===== config.mk =====
export PLATFORM = sky130hd
export DESIGN_NAME = obi_wrr_arbiter_flat
export DESIGN_NICKNAME = d
export VERILOG_FILES = /design/src/rtl/obi_wrr_arbiter_pkg.sv /design/src/rtl/obi_wrr_arbiter_if.sv /design/src/rtl/obi_wrr_idx_fifo.sv /design/src/rtl/obi_wrr_arbiter.sv /design/src/flat_wrapper.sv
export SDC_FILE = /design/constraint.sdc
export NUM_CORES = 1
export LEC_CHECK = 0
export ABC_AREA = 1
export BUFFER_PORTS_ARGS = -buffer_cell sky130_fd_sc_hd__buf_2
export CORE_AREA = 2 2 214 216
export DETAILED_ROUTE_END_ITERATION = 8
export DIE_AREA = 0 0 216 218
export PLACE_DENSITY_LB_ADDON = 0.25
export SETUP_SLACK_MARGIN = 0.1
export SYNTH_ARGS = -nofsm -noshare
export SYNTH_HDL_FRONTEND = slang
export SYNTH_SLANG_ARGS = --single-unit

===== constraint.sdc =====
create_clock -name clk_i -period 2.95 [get_ports clk_i]
set_clock_uncertainty 0.2 [all_clocks]
set_input_delay 0.1475 -clock clk_i [delete_from_list [all_inputs] [get_ports clk_i]]
set_output_delay 0.1475 -clock clk_i [all_outputs]
set_load 0.02 [all_outputs]

===== src/rtl/obi_wrr_arbiter_pkg.sv =====
// rtl/obi_wrr_arbiter_pkg.sv - shared types, constants and helpers for the OBI weighted round-robin arbiter
package obi_wrr_arbiter_pkg;

  typedef enum logic {
    ARB,
    HOLD
  } arb_state_e;

  localparam int unsigned StatsCntWidth = 16;

  // A programmed weight of zero still earns one grant per turn.
  function automatic logic [31:0] eff_weight(input logic [31:0] w);
    return (w == 32'd0) ? 32'd1 : w;
  endfunction

endpackage


===== src/rtl/obi_wrr_arbiter_if.sv =====
// rtl/obi_wrr_arbiter_if.sv - OBI A/R channel bundle for N ports sharing one broadcast R payload
interface obi_wrr_arbiter_if #(
  parameter int unsigned N         = 1,
  parameter int unsigned AddrWidth = 32,
  parameter int unsigned DataWidth = 32,
  parameter int unsigned IdWidth   = 5
);
  logic [N-1:0]               req;
  logic [N-1:0]               gnt;
  logic [N*AddrWidth-1:0]     addr;
  logic [N-1:0]               we;
  logic [N*(DataWidth/8)-1:0] be;
  logic [N*DataWidth-1:0]     wdata;
  logic [N*IdWidth-1:0]       aid;
  logic [N-1:0]               rvalid;
  logic [DataWidth-1:0]       rdata;
  logic                       err;
  logic [IdWidth-1:0]         rid;

  modport master (
    output req, addr, we, be, wdata, aid,
    input  gnt, rvalid, rdata, err, rid
  );

  modport slave (
    input  req, addr, we, be, wdata, aid,
    output gnt, rvalid, rdata, err, rid
  );
endinterface


===== src/rtl/obi_wrr_idx_fifo.sv =====
// rtl/obi_wrr_idx_fifo.sv - in-order FIFO of granted requester indices used to route responses
module obi_wrr_idx_fifo #(
  parameter int unsigned Depth = 8,
  parameter int unsigned Width = 2
) (
  input  logic                       clk,
  input  logic                       rst,
  input  logic                       push,
  input  logic [Width-1:0]           wdata,
  input  logic                       pop,
  output logic [Width-1:0]           rdata,
  output logic                       full,
  output logic                       empty,
  output logic [$clog2(Depth+1)-1:0] count
);
  localparam int unsigned PtrW = (Depth > 1) ? $clog2(Depth) : 1;
  localparam int unsigned CntW = $clog2(Depth + 1);

  logic [Width-1:0] mem [Depth];
  logic [PtrW-1:0]  wr_ptr, rd_ptr;
  logic [CntW-1:0]  cnt_q;
  logic             do_push, do_pop;

  // A pop from empty is dropped; a push at full is accepted only alongside a pop.
  assign do_pop  = pop & ~empty;
  assign do_push = push & (~full | do_pop);

  assign full  = (cnt_q == CntW'(Depth));
  assign empty = (cnt_q == '0);
  assign count = cnt_q;
  assign rdata = mem[rd_ptr];

  function automatic logic [PtrW-1:0] ptr_inc(input logic [PtrW-1:0] p);
    return (p == PtrW'(Depth - 1)) ? '0 : p + 1'b1;
  endfunction

  always_ff @(posedge clk) begin
    if (do_push) mem[wr_ptr] <= wdata;
  end

  always_ff @(posedge clk) begin
    if (rst) begin
      wr_ptr <= '0;
      rd_ptr <= '0;
      cnt_q  <= '0;
    end else begin
      if (do_push) wr_ptr <= ptr_inc(wr_ptr);
      if (do_pop)  rd_ptr <= ptr_inc(rd_ptr);
      if (do_push && !do_pop)      cnt_q <= cnt_q + 1'b1;
      else if (do_pop && !do_push) cnt_q <= cnt_q - 1'b1;
    end
  end
endmodule


===== src/rtl/obi_wrr_arbiter.sv =====
// rtl/obi_wrr_arbiter.sv - weighted round-robin OBI arbiter, NumReq managers onto one subordinate port
// Optional grant statistics: define OBI_WRR_ARBITER_STATS_EN.
module obi_wrr_arbiter
  import obi_wrr_arbiter_pkg::*;
#(
  parameter int unsigned NumReq      = 4,
  parameter int unsigned AddrWidth   = 32,
  parameter int unsigned DataWidth   = 32,
  parameter int unsigned IdWidth     = 5,
  parameter int unsigned NumMaxTrans = 8,
  parameter int unsigned WeightWidth = 4
) (
  input  logic                              clk_i,
  input  logic                              rst_i,
  input  logic [NumReq*WeightWidth-1:0]     weight_i,
  obi_wrr_arbiter_if.slave                  sbr,
  obi_wrr_arbiter_if.master                 mgr,
  output logic [$clog2(NumMaxTrans+1)-1:0]  outstanding_o,
  input  logic                              stats_clr_i,
  output logic [NumReq*StatsCntWidth-1:0]   stats_gnt_cnt_o
);
  localparam int unsigned IdxW = $clog2(NumReq);
  localparam int unsigned BeW  = DataWidth / 8;

  arb_state_e             state_q;
  logic [IdxW-1:0]        owner_q, sel_q, arb_sel, sel, head;
  logic [WeightWidth-1:0] credit_q;
  logic                   req, grant, pop, full, empty;
  int unsigned            idx;

  // Descending scan so the last hit is the first requester after owner_q; owner_q itself comes last.
  always_comb begin
    arb_sel = owner_q;
    idx     = 0;
    if (!(sbr.req[owner_q] && credit_q != '0)) begin
      for (int unsigned i = NumReq; i >= 1; i--) begin
        idx = (32'(owner_q) + i) % NumReq;
        if (sbr.req[idx]) arb_sel = IdxW'(idx);
      end
    end
  end

  assign sel   = (state_q == HOLD) ? sel_q : arb_sel;
  assign req   = ~rst_i & ((state_q == HOLD) ? sbr.req[sel_q] : (|sbr.req & ~full));
  assign grant = req & mgr.gnt[0];

  assign mgr.req   = req;
  assign mgr.addr  = sbr.addr[sel*AddrWidth +: AddrWidth];
  assign mgr.we    = sbr.we[sel];
  assign mgr.be    = sbr.be[sel*BeW +: BeW];
  assign mgr.wdata = sbr.wdata[sel*DataWidth +: DataWidth];
  assign mgr.aid   = sbr.aid[sel*IdWidth +: IdWidth];
  assign sbr.gnt   = grant ? (NumReq'(1) << sel) : '0;

  assign pop        = ~rst_i & mgr.rvalid[0] & ~empty;
  assign sbr.rvalid = pop ? (NumReq'(1) << head) : '0;
  assign sbr.rdata  = mgr.rdata;
  assign sbr.err    = mgr.err;
  assign sbr.rid    = mgr.rid;

  obi_wrr_idx_fifo #(
    .Depth (NumMaxTrans),
    .Width (IdxW)
  ) u_idx_fifo (
    .clk   (clk_i),
    .rst   (rst_i),
    .push  (grant),
    .wdata (sel),
    .pop   (pop),
    .rdata (head),
    .full  (full),
    .empty (empty),
    .count (outstanding_o)
  );

  always_ff @(posedge clk_i) begin
    if (rst_i) begin
      state_q  <= ARB;
      owner_q  <= IdxW'(NumReq - 1);
      credit_q <= '0;
      sel_q    <= '0;
    end else begin
      if (grant) begin
        if (sel == owner_q && credit_q != '0) begin
          credit_q <= credit_q - 1'b1;
        end else begin
          owner_q  <= sel;
          credit_q <= WeightWidth'(eff_weight(32'(weight_i[sel*WeightWidth +: WeightWidth])) - 32'd1);
        end
      end
      unique case (state_q)
        ARB: begin
          if (req && !mgr.gnt[0]) begin
            sel_q   <= arb_sel;
            state_q <= HOLD;
          end
        end
        HOLD: begin
          // Leaving on a dropped request abandons the transfer without a push.
          if (grant || !sbr.req[sel_q]) state_q <= ARB;
        end
        default: state_q <= ARB;
      endcase
    end
  end

`ifdef OBI_WRR_ARBITER_STATS_EN
  logic [NumReq-1:0][StatsCntWidth-1:0] stats_q;

  always_ff @(posedge clk_i) begin
    if (rst_i || stats_clr_i) begin
      stats_q <= '0;
    end else if (grant && stats_q[sel] != '1) begin
      stats_q[sel] <= stats_q[sel] + 1'b1;
    end
  end

  assign stats_gnt_cnt_o = stats_q;
`else
  logic unused_stats_clr;
  assign unused_stats_clr = stats_clr_i;
  assign stats_gnt_cnt_o  = '0;
`endif
endmodule


===== src/flat_wrapper.sv =====
// flat-port wrapper written by rule: the top's interface ports become plain ports
module obi_wrr_arbiter_flat import obi_wrr_arbiter_pkg::*;
#(
  parameter int unsigned NumReq      = 4,
  parameter int unsigned AddrWidth   = 32,
  parameter int unsigned DataWidth   = 32,
  parameter int unsigned IdWidth     = 5,
  parameter int unsigned NumMaxTrans = 8,
  parameter int unsigned WeightWidth = 4
)
  (clk_i, rst_i, weight_i, outstanding_o, stats_clr_i, stats_gnt_cnt_o, sbr_req, sbr_addr, sbr_we, sbr_be, sbr_wdata, sbr_aid, sbr_gnt, sbr_rvalid, sbr_rdata, sbr_err, sbr_rid, mgr_req, mgr_addr, mgr_we, mgr_be, mgr_wdata, mgr_aid, mgr_gnt, mgr_rvalid, mgr_rdata, mgr_err, mgr_rid);
  obi_wrr_arbiter_if #(.N((4)), .AddrWidth(AddrWidth), .DataWidth(DataWidth), .IdWidth(IdWidth)) sbr_i ();
  obi_wrr_arbiter_if #(.N(1), .AddrWidth(AddrWidth), .DataWidth(DataWidth), .IdWidth(IdWidth)) mgr_i ();
  input  logic clk_i;
  input  logic rst_i;
  input  logic [NumReq*WeightWidth-1:0] weight_i;
  output logic [$clog2(NumMaxTrans+1)-1:0] outstanding_o;
  input  logic stats_clr_i;
  output logic [NumReq*StatsCntWidth-1:0] stats_gnt_cnt_o;
  input wire logic [$bits(sbr_i.req)-1:0] sbr_req;
  input wire logic [$bits(sbr_i.addr)-1:0] sbr_addr;
  input wire logic [$bits(sbr_i.we)-1:0] sbr_we;
  input wire logic [$bits(sbr_i.be)-1:0] sbr_be;
  input wire logic [$bits(sbr_i.wdata)-1:0] sbr_wdata;
  input wire logic [$bits(sbr_i.aid)-1:0] sbr_aid;
  output wire logic [$bits(sbr_i.gnt)-1:0] sbr_gnt;
  output wire logic [$bits(sbr_i.rvalid)-1:0] sbr_rvalid;
  output wire logic [$bits(sbr_i.rdata)-1:0] sbr_rdata;
  output wire logic [$bits(sbr_i.err)-1:0] sbr_err;
  output wire logic [$bits(sbr_i.rid)-1:0] sbr_rid;
  output wire logic [$bits(mgr_i.req)-1:0] mgr_req;
  output wire logic [$bits(mgr_i.addr)-1:0] mgr_addr;
  output wire logic [$bits(mgr_i.we)-1:0] mgr_we;
  output wire logic [$bits(mgr_i.be)-1:0] mgr_be;
  output wire logic [$bits(mgr_i.wdata)-1:0] mgr_wdata;
  output wire logic [$bits(mgr_i.aid)-1:0] mgr_aid;
  input wire logic [$bits(mgr_i.gnt)-1:0] mgr_gnt;
  input wire logic [$bits(mgr_i.rvalid)-1:0] mgr_rvalid;
  input wire logic [$bits(mgr_i.rdata)-1:0] mgr_rdata;
  input wire logic [$bits(mgr_i.err)-1:0] mgr_err;
  input wire logic [$bits(mgr_i.rid)-1:0] mgr_rid;
  assign sbr_i.req = sbr_req;
  assign sbr_i.addr = sbr_addr;
  assign sbr_i.we = sbr_we;
  assign sbr_i.be = sbr_be;
  assign sbr_i.wdata = sbr_wdata;
  assign sbr_i.aid = sbr_aid;
  assign sbr_gnt = sbr_i.gnt;
  assign sbr_rvalid = sbr_i.rvalid;
  assign sbr_rdata = sbr_i.rdata;
  assign sbr_err = sbr_i.err;
  assign sbr_rid = sbr_i.rid;
  assign mgr_req = mgr_i.req;
  assign mgr_addr = mgr_i.addr;
  assign mgr_we = mgr_i.we;
  assign mgr_be = mgr_i.be;
  assign mgr_wdata = mgr_i.wdata;
  assign mgr_aid = mgr_i.aid;
  assign mgr_i.gnt = mgr_gnt;
  assign mgr_i.rvalid = mgr_rvalid;
  assign mgr_i.rdata = mgr_rdata;
  assign mgr_i.err = mgr_err;
  assign mgr_i.rid = mgr_rid;
  obi_wrr_arbiter #(.NumReq(NumReq), .AddrWidth(AddrWidth), .DataWidth(DataWidth), .IdWidth(IdWidth), .NumMaxTrans(NumMaxTrans), .WeightWidth(WeightWidth)) u_core (.clk_i(clk_i), .rst_i(rst_i), .weight_i(weight_i), .sbr(sbr_i), .mgr(mgr_i), .outstanding_o(outstanding_o), .stats_clr_i(stats_clr_i), .stats_gnt_cnt_o(stats_gnt_cnt_o));
endmodule

# After elaboration in Yosys (flattened, before gate mapping)
# Memory sizes are Yosys's and may differ from the RTL's. A register that Yosys moved wholly into a read port is not among the register bits.
# Cells that the tools add are included.
# Widths: inputs -> output; s select.
# op_classes
addsub,10
mul,1
magnitude_cmp,7
eq_ne,4
shifts,7
n_mux,36
bitwise,13
reduce_logical,17
# op_table
operator,n
$shiftx 128x8->32,2
$shiftx 16x5->4,2
$mux 4,6
$lt 2x3->1 const B,7
$shiftx 20x6->5,1
$bmux 1 s2,7
$mux 1,12
$mux 2,6
$mux 3,4
$sub 4x1->4 const B,3
$logic_not 4->1,2
$shl 1x2->4 const A,2
$and 1x1->1,7
$add 3x1->3 const B,2
$eq 3x3->1 const B,2
$logic_and 1x1->1,5
$mul 2x3->5 const B,1
$not 1->1,5
$add 2x1->2 const B,2
$add 2x2->2 const B,2
$add 4x1->4 const B,1
$eq 4x4->1 const B,1
$logic_not 1->1,4
$reduce_and 2->1,2
7 further kinds,7
# totals
regBits,19
ram_bits,16
in_bits,359
output_inout_bits,189
memories,1
# memory_table
memory,depth,width,rd,rd_clocked_by_memory_dff,write_ports,line,source
u_core.u_idx_fifo.mem,8,2,1,1,1,obi_wrr_idx_fifo.sv:19,logic [Width-1:0] mem [Depth];

# Depth between registers and ports, before layout
# logic_depth
depth_word,14
depth_mapped,25
depth_no_buf,23

# Modules after synthesis
# From an unflattened synthesis, not the netlist that was laid out.
# unflattened
hier_cells,795
area_unflattened_um2,5029.8
# modules_own_cells
module,n_inst,cells_per_inst,area_each_um2
obi_wrr_arbiter,1,636,3618.5
obi_wrr_idx_fifo,1,159,1411.4

# Worst setup path after synthesis
# No wires, ideal clock.
# synth_timing
path_type,reg-to-reg
startpoint,"reg u_core.u_idx_fifo.cnt_q[0], in the netlist u_core.u_idx_fifo.count[0]"
endpoint,"reg u_core.u_idx_fifo.cnt_q[3], in the netlist u_core.u_idx_fifo.count[3]"
setup_ns,0.119
arrival_ns,3.069
required_ns,2.631
slack_ns,-0.439
stages_incl_launch_ff,19
path_buffers,0
synth_period_minus_slack_ns,3.389
path_cell_list,dfxtp_1 nor2_1 nand3_1 a31oi_1 nor2_1 inv_1 nor2_2 o21ai_0 inv_1 ha_1 inv_1 ha_1 and3_1 a211oi_1 nor2_1 nor2_1 nand2_1 o21ai_0 a21oi_1
# synth_between
elab_chain_cells,10
elab_cells_between_ends,21
cone_classes,add/sub: 2; eq/ne: 1; mux: 3; bitwise: 9; reduce/logical: 6
# synth_lines
element,line,source
start: declaration,obi_wrr_idx_fifo.sv:21,logic [CntW-1:0] cnt_q;
start signal: assignment,obi_wrr_idx_fifo.sv:49,if (do_push && !do_pop) cnt_q <= cnt_q + 1'b1;
start signal: assignment,obi_wrr_idx_fifo.sv:50,else if (do_pop && !do_push) cnt_q <= cnt_q - 1'b1;
$eq 4x4->1 *,obi_wrr_idx_fifo.sv:28,assign full = (cnt_q == CntW'(Depth));
$not 1->1 *,obi_wrr_arbiter.sv:44,assign req = ~rst_i & ((state_q == HOLD) ? sbr.req[sel_q] : (|sbr.req & ~full));
$and 1x1->1 *,obi_wrr_arbiter.sv:44,
$mux 1 *,obi_wrr_arbiter.sv:44,
$and 1x1->1 *,obi_wrr_arbiter.sv:44,
named net mgr_req,flat_wrapper.sv:31,output wire logic [$bits(mgr_i.req)-1:0] mgr_req;
$and 1x1->1 *,obi_wrr_arbiter.sv:45,assign grant = req & mgr.gnt[0];
$and 1x1->1 *,obi_wrr_idx_fifo.sv:26,assign do_push = push & (~full | do_pop);
named net u_core.u_idx_fifo.do_push,obi_wrr_idx_fifo.sv:22,"logic do_push, do_pop;"
$logic_not 1->1,obi_wrr_idx_fifo.sv:50,
$logic_and 1x1->1,obi_wrr_idx_fifo.sv:50,
$reduce_bool 2->1 (no source line),-,
# Mark *: on every way through the listed nets, which the timed path passes. The rest lies on a longest branch. The select of a mux whose other input is x is not followed.
# A chain may end at the register's enable or synchronous reset.

# Worst setup path in the final report
# layout_timing
startpoint,reg u_core.owner_q[0]
endpoint,out mgr_addr[22]
# layout_between
elab_chain_cells,10
elab_cells_between_ends,22
cone_classes,add/sub: 4; shift: 1; mux: 16; reduce/logical: 1
# layout_lines
element,line,source
start: declaration,obi_wrr_arbiter.sv:26,"logic [IdxW-1:0] owner_q, sel_q, arb_sel, sel, head;"
start signal: assignment,obi_wrr_arbiter.sv:79,owner_q <= IdxW'(NumReq - 1);
start signal: assignment,obi_wrr_arbiter.sv:87,owner_q <= sel;
$add 2x1->2,obi_wrr_arbiter.sv:37,idx = (32'(owner_q) + i) % NumReq;
$bmux 1 s2,obi_wrr_arbiter.sv:38,if (sbr.req[idx]) arb_sel = IdxW'(idx);
$mux 1 (implied by the code),obi_wrr_arbiter.sv:38,
$mux 2 (4 in series),obi_wrr_arbiter.sv:38,
$mux 2 *,obi_wrr_arbiter.sv:35,if (!(sbr.req[owner_q] && credit_q != '0)) begin
$mux 2 *,obi_wrr_arbiter.sv:43,assign sel = (state_q == HOLD) ? sel_q : arb_sel;
$shiftx 128x8->32 *,obi_wrr_arbiter.sv:48,assign mgr.addr = sbr.addr[sel*AddrWidth +: AddrWidth];
end: declaration,flat_wrapper.sv:32,output wire logic [$bits(mgr_i.addr)-1:0] mgr_addr;
# Mark *: on every way between the ends. The rest lies on a longest branch, timed or not. The select of a mux whose other input is x is not followed.

==> results.py <==
metrics = {
    "outcome": {
        "status": "finished clean",
    },
    "worst_setup_path": {
        "crit_buf_inv": 6,
        "reg2reg_slack_ns": 0.19,
        "ff2ff_path_depth": 25,
        "max_stage_delay_ns": 0.36,
        "start_kind": "flop",
        "crit_fanout": 8,
        "cp_top_family": "buffers and inverters",
        "critPathKind": "reg -> out",
        "critPathSlowestCell": "dfxtp_4",
        "critPathRequiredTime_ns": 2.60,
        "path_cells": "buf_8 -> nand2_2 -> nand2_2 -> nand2_2 -> nand2_2 -> nor2_1 -> nand2_1 -> nand2_2 -> nand3_2 -> nand2_4 -> buf_6 -> nor2_4 -> buf_12 -> buf_16 -> buf_8 -> a22oi_1 -> nand3_2 -> buf_6",
        "cp_data_arrival_time_ns": 2.58,
        "crit_path_end_kind": "output port",
        "reg2reg_to": "u_core.credit_q[2]$_SDFFE_PP0P_",
        "cp_common_cell": "nand2_2",
        "worstReg2RegStart": "u_core.owner_q[0]$_SDFFE_PP1P_",
    },
    "synth": {
        "synth_edf_count": 16,
        "synth_top_area_frac": 0.172,
        "ys_ff_latch": 38,
        "yosys.area.top_type": "nand3_1",
        "syn_area_per_cell_um2": 6.37,
        "yosys.cell_types.count": 40,
        "ys_top_cells_by_count": "nand3_1, nand2_1, buf_4",
        "synth-compound-area-share": 0.171,
        "synth_top_family_by_area": "simple AND/OR/NAND/NOR gates",
        "synth-simple-area-share": 0.367,
        "netlist_instances": 766,
        "ys.flop_type": "dfxtp_1",
        "synth_warnings": 0,
        "synth_most_common_cell": "nand3_1",
        "postSynth.asyncResetShare": 0,
        "seq_area_frac_synth": 0.189,
        "synthTopCellsByArea": "nand3_1, buf_4, nand2_1",
        "synthAdderAreaFrac": 0.0246,
        "muxShareOfSynthArea": 0,
        "synth-xor-area-share": 0.00538,
        "syn_area_um2": 4880,
    },
    "pwr": {
        "power.switching_mw": 6.77,
        "switching_share": 0.507,
        "pwr-share-clk": 0.046,
        "pwr-share-comb": 0.895,
        "p_leak_nw": 4.85,
        "power_frac_seq": 0.059,
        "irDropWorstVdd_uv": 561,
        "intPower_mw": 6.59,
        "power-per-cell-area_nw_per_um2": 1350,
    },
    "drt": {
        "vias_per_cell": 3.93,
        "avgRoutedWirePerCell_um": 17.8,
        "drtPass1Iterations": 4,
        "drc_errors": 0,
        "routed_wl_mm": 31.8,
        "ant_nets": 0,
        "drt_first_iter_violations": 359,
        "vias": 7038,
    },
    "cts": {
        "cts_sinks": 38,
        "cts-root-buf": "clkbuf_16",
        "clock_latency_ns": 0.28,
        "clockBufferDepth": 2,
        "cts.clk_slew.worst_paths_ns": 0.06,
        "htreeDepth": 2,
        "cts_tree": "yes",
        "cts_buffers": 5,
    },
    "timing": {
        "slew_violations": 0,
        "finalSetupViolCount": 0,
        "period_share": 0.992,
        "hold_violations": 0,
        "tns_ns": 0,
        "rsz0062_at_grt": "yes",
        "fin_crit_ns": 2.93,
        "max_freq_ghz": 0.342,
    },
    "place": {
        "routabilityCongestion": 0.787,
        "place_hpwl_mm": 23.3,
        "placed_cells": 1740,
        "numPortBuffers": 406,
    },
    "hold_path": {
        "hp-start": "rst_i",
        "hp-class": "in -> reg",
        "min_path_cells": 3,
        "hold_end": "u_core.u_idx_fifo.count[0]$_SDFFE_PP0P_",
    },
    "finish": {
        "design.final.nets": 1556,
        "fillCellCount": 5092,
        "num_antenna_cells": 0,
        "drive_above_1_share": 0.607,
        "multi_input_area_um2": 4010,
        "area_delta_synth_final_pct": 103,
        "regArea_um2": 942,
        "final_cells": 1789,
    },
    "grt": {
        "grt_pass1_vias": 6551,
        "antenna_found_initial": 2,
        "grt_pass1_wl_mm": 40.8,
        "grt_use_total": 0.116,
        "grt_max_degree": 43,
        "overflow": 0,
    },
    "floorplan": {
        "initial_utilization": 0.109,
        "dieArea_um2": 47100,
        "fp.dieW_um": 216,
        "die_h_um": 218,
        "coreArea_um2": 44900,
        "ios": 548,
        "row_count": 78,
    },
    "run": {
        "timing.max_cap.violations": 0,
    },
}
-- worst reg2reg max path: cells and delay by family (launching register included) --
kind	cells	cell delay (ns)
XOR/XNOR	1	0.14
adder cells (fa/ha/maj)	1	0.20
buffers and inverters	4	0.43
flip-flops	1	0.37
AND/OR/NAND/NOR	19	1.33
-- placed cells by master, fill, tap and decap left out, types with 15 or more instances in the layout --
| master | count |
|---|---|
| conb_1 | 64 |
| edfxtp_1 | 16 |
| a22oi_1 | 26 |
| buf_6 | 77 |
| inv_1 | 34 |
| nor2_1 | 33 |
| nand2_1 | 98 |
| nand2_4 | 28 |
| buf_4 | 50 |
| nand3_2 | 48 |
| dfxtp_1 | 15 |
| o21ai_0 | 21 |
| a22oi_2 | 49 |
| buf_2 | 332 |
| nand2_2 | 39 |
| nand3_1 | 115 |
| buf_12 | 19 |
-- kinds of logic after synthesis --
group	after synthesis
adders and majority gates	9
and+or+nand+nor	396
DFF	38
buffers and inverters	196
xor gates and xnor gates	3
AOI/OAI and AO/OA	123
other	1
-- timing repair --
item | in CTS | in global routing
endpoints found under the hold margin | 1 | 0
buffers inserted | 16 | 10
setup endpoints to repair | 76 | 82
pin swaps | 13 | 34
resized for setup | 142 | 265
cloned | 7 | 7
hold buffers | 1 | 0
-- per-layer routing --
layer	part of all wire	GRT usage	vias up
met5	0.00041	0	-
met4	0.028	0.0356	2
met3	0.061	0.0247	31
met2	0.51	0.202	320
met1	0.40	0.141	3361
li1	-	-	3324
-- power groups by stage --
stage	clock (mW)	sequential (mW)	combinational, mW
final	0.617	0.783	12.0
after detailed placement	0	0.790	7.63
after global routing	0.668	0.800	12.8
after global placement	0	0.790	7.65
after CTS	0.640	0.782	9.86
after floorplan	0	0.789	4.59
-- area by class of cell --
| cell class | count | share of cell area |
|---|---|---|
| clock buffer | 5 | 0.0126 |
| tap | 600 | 0.0758 |
| clock inverter | 3 | 0.00455 |
| timing repair buffer | 502 | 0.387 |
| inverter | 46 | 0.0196 |
| sequential | 38 | 0.0952 |
| multi-input combinational | 595 | 0.405 |
-- how the worst max path moves through the flow --
stage / from / to / slack, ns / depth (start not counted)
floorplan: u_core.sel_q[0]$_SDFFE_PP0P_ / u_core.u_idx_fifo.count[3]$_SDFFE_PP0P_ / 0.03 / 20
global placement: u_core.owner_q[1]$_SDFFE_PP1P_ / u_core.credit_q[2]$_SDFFE_PP0P_ / 0.04 / 23
detailed placement: u_core.owner_q[1]$_SDFFE_PP1P_ / u_core.credit_q[2]$_SDFFE_PP0P_ / 0.05 / 23
CTS: u_core.owner_q[0]$_SDFFE_PP1P_ / mgr_aid[0] / -0.002 / 18
global route: u_core.owner_q[0]$_SDFFE_PP1P_ / mgr_addr[22] / -0.11 / 18
finish: u_core.owner_q[0]$_SDFFE_PP1P_ / mgr_addr[22] / 0.02 / 18
-- flip-flops by register name, indices dropped and copies added (netlist names), named ones only --
| name | count |
|---|---|
| u_core.sel_q | 2 |
| u_core.u_idx_fifo.wr_ptr | 3 |
| u_core.u_idx_fifo.rd_ptr | 3 |
| u_core.state_q | 1 |
| u_core.owner_q | 2 |
| u_core.u_idx_fifo.mem | 16 |
| u_core.u_idx_fifo.count | 4 |
| u_core.credit_q | 4 |
-- per-stage QoR --
stage	util	hold slack (ns)	power [mW]	setup WS, ns	instance area, um2
after floorplan	-	0.0316	5.38	0.0308	5180
after global placement	0.167	0.0951	8.44	0.0416	7510
after detailed placement	0.167	0.0951	8.42	0.0498	7510
after CTS	0.191	0.0525	11.3	-0.00232	8550
after global routing	0.221	0.0531	14.2	-0.113	9900
final	0.221	0.0524	13.4	0.0245	9900
(Power assumes the default switching activity.)
